--- config.mk ---
export PLATFORM = sky130hd
export DESIGN_NAME = ldpc_cnu_serial
export DESIGN_NICKNAME = d
export VERILOG_FILES = /design/src/rtl/ldpc_cnu_serial.sv
export SDC_FILE = /design/constraint.sdc
export NUM_CORES = 1
export LEC_CHECK = 0
export ABC_AREA = 1
export CAP_MARGIN = 25
export CORE_MARGIN = 5
export CORE_UTILIZATION = 25
export CTS_CLUSTER_SIZE = 28
export DETAILED_ROUTE_END_ITERATION = 7
export DONT_BUFFER_PORTS = 1
export PLACE_DENSITY = 0.43
export SLEW_MARGIN = 40
export SYNTH_ARGS = -nofsm -noshare
export SYNTH_HDL_FRONTEND = slang
export SYNTH_SLANG_ARGS = --single-unit
export TNS_END_PERCENT = 20
--- constraint.sdc ---
create_clock -name clk -period 9.5 [get_ports clk]
set_clock_uncertainty 0.15 [all_clocks]
set_input_delay 1.425 -clock clk [delete_from_list [all_inputs] [get_ports clk]]
set_output_delay 1.425 -clock clk [all_outputs]
set_load 0.1 [all_outputs]
--- src/rtl/ldpc_cnu_serial.sv ---
// Serial offset-min-sum check node unit: collects ROW_WEIGHT v2c LLRs, then replays
// ROW_WEIGHT c2v LLRs in the same order and reports the row's hard-decision parity.
module ldpc_cnu_serial #(
  parameter int unsigned ROW_WEIGHT = 24,
  parameter int unsigned LLR_WIDTH  = 8,
  parameter int unsigned OFFSET     = 0
) (
  input  logic                 clk,
  input  logic                 rst_n,
  input  logic                 in_valid,
  output logic                 in_ready,
  input  logic [LLR_WIDTH-1:0] in_llr,
  output logic                 out_valid,
  input  logic                 out_ready,
  output logic [LLR_WIDTH-1:0] out_llr,
  output logic                 out_last,
  output logic                 parity_ok
);

  localparam int unsigned CW = (ROW_WEIGHT > 1) ? $clog2(ROW_WEIGHT) : 1;
  localparam int unsigned MW = LLR_WIDTH - 1;
  localparam logic [MW-1:0] MagMax  = '1;
  localparam logic [CW-1:0] LastIdx = CW'(ROW_WEIGHT - 1);

  typedef enum logic {StIn, StOut} state_e;

  state_e                  r_state_q, w_state_d;
  logic [CW-1:0]           r_cnt_q, w_cnt_d;
  logic [MW-1:0]           r_min1_q, w_min1_d;
  logic [MW-1:0]           r_min2_q, w_min2_d;
  logic [CW-1:0]           r_idx_q, w_idx_d;
  logic [ROW_WEIGHT-1:0]   r_sign_q, w_sign_d;
  logic                    r_sign_prod_q, w_sign_prod_d;
  logic                    r_parity_q, w_parity_d;
  logic [LLR_WIDTH-1:0]    r_out_llr_q, w_out_llr_d;
  logic                    r_out_last_q, w_out_last_d;

  logic                    w_in_sign;
  logic [LLR_WIDTH-1:0]    w_in_neg;
  logic [MW-1:0]           w_in_mag;
  logic [MW-1:0]           w_sel;
  logic [MW-1:0]           w_mag_off;
  logic                    w_out_sign;
  logic [LLR_WIDTH-1:0]    w_out_abs;
  logic [LLR_WIDTH-1:0]    w_out_val;

  // Magnitude of the incoming LLR; the most negative code wraps on negation, so saturate it.
  always_comb begin
    w_in_sign = in_llr[LLR_WIDTH-1];
    w_in_neg  = -in_llr;
    if (w_in_sign) begin
      w_in_mag = w_in_neg[LLR_WIDTH-1] ? MagMax : w_in_neg[MW-1:0];
    end else begin
      w_in_mag = in_llr[MW-1:0];
    end
  end

  always_comb begin
    w_state_d     = r_state_q;
    w_cnt_d       = r_cnt_q;
    w_min1_d      = r_min1_q;
    w_min2_d      = r_min2_q;
    w_idx_d       = r_idx_q;
    w_sign_d      = r_sign_q;
    w_sign_prod_d = r_sign_prod_q;
    w_parity_d    = r_parity_q;
    unique case (r_state_q)
      StIn: begin
        if (in_valid) begin
          w_sign_d[r_cnt_q] = w_in_sign;
          w_sign_prod_d     = r_sign_prod_q ^ w_in_sign;
          if (w_in_mag < r_min1_q) begin
            w_min2_d = r_min1_q;
            w_min1_d = w_in_mag;
            w_idx_d  = r_cnt_q;
          end else if (w_in_mag < r_min2_q) begin
            w_min2_d = w_in_mag;
          end
          if (r_cnt_q == LastIdx) begin
            w_cnt_d    = '0;
            w_state_d  = StOut;
            w_parity_d = ~w_sign_prod_d;
          end else begin
            w_cnt_d = r_cnt_q + 1'b1;
          end
        end
      end
      StOut: begin
        if (out_ready) begin
          if (r_cnt_q == LastIdx) begin
            w_cnt_d       = '0;
            w_state_d     = StIn;
            w_min1_d      = MagMax;
            w_min2_d      = MagMax;
            w_idx_d       = '0;
            w_sign_d      = '0;
            w_sign_prod_d = 1'b0;
          end else begin
            w_cnt_d = r_cnt_q + 1'b1;
          end
        end
      end
      default: w_state_d = StIn;
    endcase
  end

  // Output word is formed from next-state values so it is ready on the cycle out_valid rises.
  always_comb begin
    w_sel = (w_cnt_d == w_idx_d) ? w_min2_d : w_min1_d;
    if (32'(w_sel) > OFFSET) begin
      w_mag_off = w_sel - MW'(OFFSET);
    end else begin
      w_mag_off = '0;
    end
    w_out_sign = w_sign_prod_d ^ w_sign_d[w_cnt_d];
    w_out_abs  = {1'b0, w_mag_off};
    w_out_val  = w_out_sign ? -w_out_abs : w_out_abs;
    if (w_state_d == StOut) begin
      w_out_llr_d  = w_out_val;
      w_out_last_d = (w_cnt_d == LastIdx);
    end else begin
      w_out_llr_d  = '0;
      w_out_last_d = 1'b0;
    end
  end

  always_ff @(posedge clk or negedge rst_n) begin
    if (!rst_n) begin
      r_state_q     <= StIn;
      r_cnt_q       <= '0;
      r_min1_q      <= MagMax;
      r_min2_q      <= MagMax;
      r_idx_q       <= '0;
      r_sign_q      <= '0;
      r_sign_prod_q <= 1'b0;
      r_parity_q    <= 1'b0;
      r_out_llr_q   <= '0;
      r_out_last_q  <= 1'b0;
    end else begin
      r_state_q     <= w_state_d;
      r_cnt_q       <= w_cnt_d;
      r_min1_q      <= w_min1_d;
      r_min2_q      <= w_min2_d;
      r_idx_q       <= w_idx_d;
      r_sign_q      <= w_sign_d;
      r_sign_prod_q <= w_sign_prod_d;
      r_parity_q    <= w_parity_d;
      r_out_llr_q   <= w_out_llr_d;
      r_out_last_q  <= w_out_last_d;
    end
  end

  assign in_ready  = (r_state_q == StIn);
  assign out_valid = (r_state_q == StOut);
  assign out_llr   = r_out_llr_q;
  assign out_last  = r_out_last_q;
  assign parity_ok = r_parity_q;

endmodule

==> flow_metrics.py <==
metrics = {
    "sta": {
        "drv_slew": 0,
        "finalSetupViolCount": 0,
        "max_slew_margin": 0.4146,
        "rsz0062_at_grt": "no",
        "setup_tns_ns": 0,
        "whs_ns": 0.3548,
        "hold_violations": 0,
        "period_needed_ns": 5.347,
        "worstMarginPinSlew_ns": 0.8787,
        "finalCritPeriodShare": 0.5628,
        "fmaxAchievable_mhz": 187.0,
    },
    "clock_tree": {
        "cts_buffers": 9,
        "htreeDepth": 3,
        "clk_pin_slew_ns": 0.05,
        "postCtsHoldBufs": 0,
        "cts.repair.resized": 0,
        "cts_root_buf": "clkbuf_16",
        "cts_sinks": 60,
        "clock_path_buffers": 2,
        "clk_latency_ns": 0.33,
        "post-cts-setup-buffers": 0,
        "cts_tree": "built",
    },
    "synth": {
        "syn_inst": 559,
        "synth_top_area_frac": 0.2779,
        "ys_ff_latch": 60,
        "syn_avg_cell_area_sq_um": 7.409,
        "yosys-top-cells-area": "dfrtp_1 (28%), nand2_1 (12%), dfstp_2 (8.9%), inv_1 (6.9%), ha_1 (5.7%)",
        "ys_top_cells_by_count": "nand2_1 (130), inv_1 (76), dfrtp_1 (46)",
        "yosysMostFrequentCell": "nand2_1",
        "ys_async_sr_fraction": 1.000,
        "yosys_warnings": 0,
        "ys_seq_area_frac": 0.3668,
        "synth_area_leader_cell": "dfrtp_1",
        "syn-cell-area_sq_um": 4141,
        "synth_edf_count": 0,
        "synthFlopType": "dfrtp_1",
        "synth_cell_types": 48,
        "synth_nets": 590,
    },
    "drt": {
        "vias": 3795,
        "drtIter0Drc": 329,
        "wl_per_cell_microns": 16.29,
        "wl_microns": 12740,
        "post_drt_via_cell_ratio": 4.853,
        "firstDrtPassIters": 5,
        "ant_nets": 0,
        "post-route-drc-count": 0,
    },
    "floorplan": {
        "coreArea_sq_um": 16410,
        "die_w_microns": 138.7,
        "start_util": 0.2524,
        "rows": 47,
        "dieArea_sq_um": 19240,
        "io_pins": 24,
        "die_h_microns": 138.7,
    },
    "worst_setup_path": {
        "slowest_delay_ns": 0.39,
        "r2r-start": "out_valid",
        "endpoint_kind": "register",
        "start_kind": "primary input",
        "path_class": "primary input to register",
        "crit_cells": 36,
        "crit_buf_inv": 6,
        "critical-path-top-delay-family": "simple AND/OR/NAND/NOR gates",
        "rr_endpoint": "out_llr[6]",
        "worstPathArrival_ns": 5.41,
        "ff2ff_setup_slack_ns": 4.82,
        "worstSetupStartpoint": "in_llr[0]",
        "crit_top_cell": "nand2_1",
        "endpoint": "out_llr[5]",
        "required_ns": 9.57,
        "worstRegToRegCells": 16,
        "slowest_stage": "a211oi_2",
        "path_max_fanout": 10,
    },
    "global_route": {
        "antenna_found_initial": 0,
        "grt_remaining_overflow": 0,
        "grt_use_total": 0.1320,
        "first_global_vias": 3618,
        "grt_max_degree": 61,
        "grt_pass1_wl_microns": 20180,
    },
    "finish": {
        "nets": 588,
        "n_fill_cell": 1751,
        "layout-drive-gt1-share": 0.1317,
        "syn_to_final_growth_pct": 11.81,
        "insertedDiodeCount": 0,
        "final_core_util": 0.2822,
    },
    "pwr": {
        "cellLeakagePower_nw": 2.206,
        "p_per_area_nw_per_um2": 416.8,
        "vdd_drop_max_mv": 0.1066,
    },
    "job": {
        "cap_violations": 0,
    },
    "hold_path": {
        "holdPathStages": 2,
        "min_path_type": "register to register",
    },
    "placement": {
        "place.gp.congestion": 0.8341,
        "dp_hpwl_microns": 9161,
        "io_buffers": 0,
    },
    "outcome": {
        "status": "complete, no violations",
    },
}
==> power breakdown <==
| part | switching, mW | internal [mW] |
|---|---|---|
| Clock | 0.117 | 0.183 |
| Combinational | 0.748 | 0.311 |
| Sequential | 0.184 | 0.387 |
| Total | 1.05 | 0.881 |
==> layout make-up <==
class	instances	area, sq um	area share
sequential	60	1526	0.3296
tap	220	275.3	0.05944
clock buffer	14	254.0	0.05485
clock inverter	2	10.01	0.002162
inverter	90	342.8	0.07403
timing repair buffer	1	7.507	0.001621
multi-input combinational	395	2215	0.4782
==> layer usage <==
layer  global-route usage  vias to the layer above  routed length, microns
met5                    0                        -                       0
met1               0.1818                     1811                    6220
li1                     -                     1885                       -
met2               0.2017                       79                    5665
met3              0.03069                       20                     634
met4              0.04995                        0                     221
==> worst register-to-register path: stages (launching register included) <==
cell      delay [ns]
dfrtp_2         0.46
buf_4           0.50
inv_2           0.49
a21oi_4         0.78
inv_2           0.33
o22ai_1         0.33
a21oi_1         0.10
a22o_1          0.25
o211ai_1        0.16
nand3_1         0.11
nand2_1         0.19
xor2_2          0.29
o21ai_1         0.17
nand2_1         0.11
nand2_1         0.05
nand2_1         0.05
nor2_1          0.04
==> worst min path at each step <==
stage / slack, ns / start / to
detailed placement: 0.34 / r_sign_q[16] / r_sign_q[16]
CTS: 0.36 / r_sign_q[16] / r_sign_q[16]
floorplan: 0.32 / r_idx_q[0] / r_idx_q[0]
finish: 0.35 / r_idx_q[0] / r_idx_q[0]
global route: 0.37 / r_idx_q[0] / r_idx_q[0]
global placement: 0.34 / r_sign_q[13] / r_sign_q[13]
==> cells by family after synthesis <==
kind of cell / after synthesis / synth area share
xor gates and xnor gates: 4 / 0.01027
AOI/OAI and AO/OA: 133 / 0.2036
and+or+nand+nor: 238 / 0.2607
adders and majority gates: 19 / 0.05740
DFF: 60 / 0.3668
buffers and inverters: 104 / 0.09849
muxes: 1 / 0.002719
==> placed cells by master, fill, tap and decap left out, types with 3 or more instances in the layout <==
| cell type | count |
|---|---|
| nand3_1 | 30 |
| nand2_4 | 3 |
| nor2_1 | 35 |
| or2_2 | 3 |
| dfrtp_1 | 40 |
| o21ai_0 | 22 |
| dfstp_2 | 14 |
| nand2_1 | 130 |
| nand4_1 | 4 |
| o21ai_1 | 5 |
| ha_1 | 19 |
| a22oi_1 | 5 |
| clkbuf_16 | 9 |
| o211ai_1 | 10 |
| nor2_4 | 3 |
| a31oi_1 | 5 |
| o22ai_1 | 17 |
| nor3_1 | 13 |
| o31ai_1 | 20 |
| a21oi_1 | 34 |
| inv_1 | 76 |
| clkbuf_1 | 4 |
| nand2_2 | 7 |
| dfrtp_2 | 6 |
| o2111ai_1 | 3 |
| o221ai_1 | 3 |
| inv_2 | 12 |
==> per-stage QoR <==
step	std cells	power, mW	setup slack (ns)	area [sq um]
detailed placement	766	1.632	3.808	4365
CTS	782	1.941	4.139	4629
finish	782	1.930	4.153	4631
global route	782	2.090	3.574	4631
global placement	766	1.629	3.959	4360
floorplan	559	1.366	4.402	4141
==> state kept, by name (all words and copies together) (netlist names) <==
name and flops:
r_sign_q 24, r_idx_q 5, r_sign_prod_q 1, out_llr 8, r_min1_q 7, r_min2_q 7
out_last 1, out_valid 1, parity_ok 1, r_cnt_q 5
No activity file was read; power rests on OpenSTA's default activity.
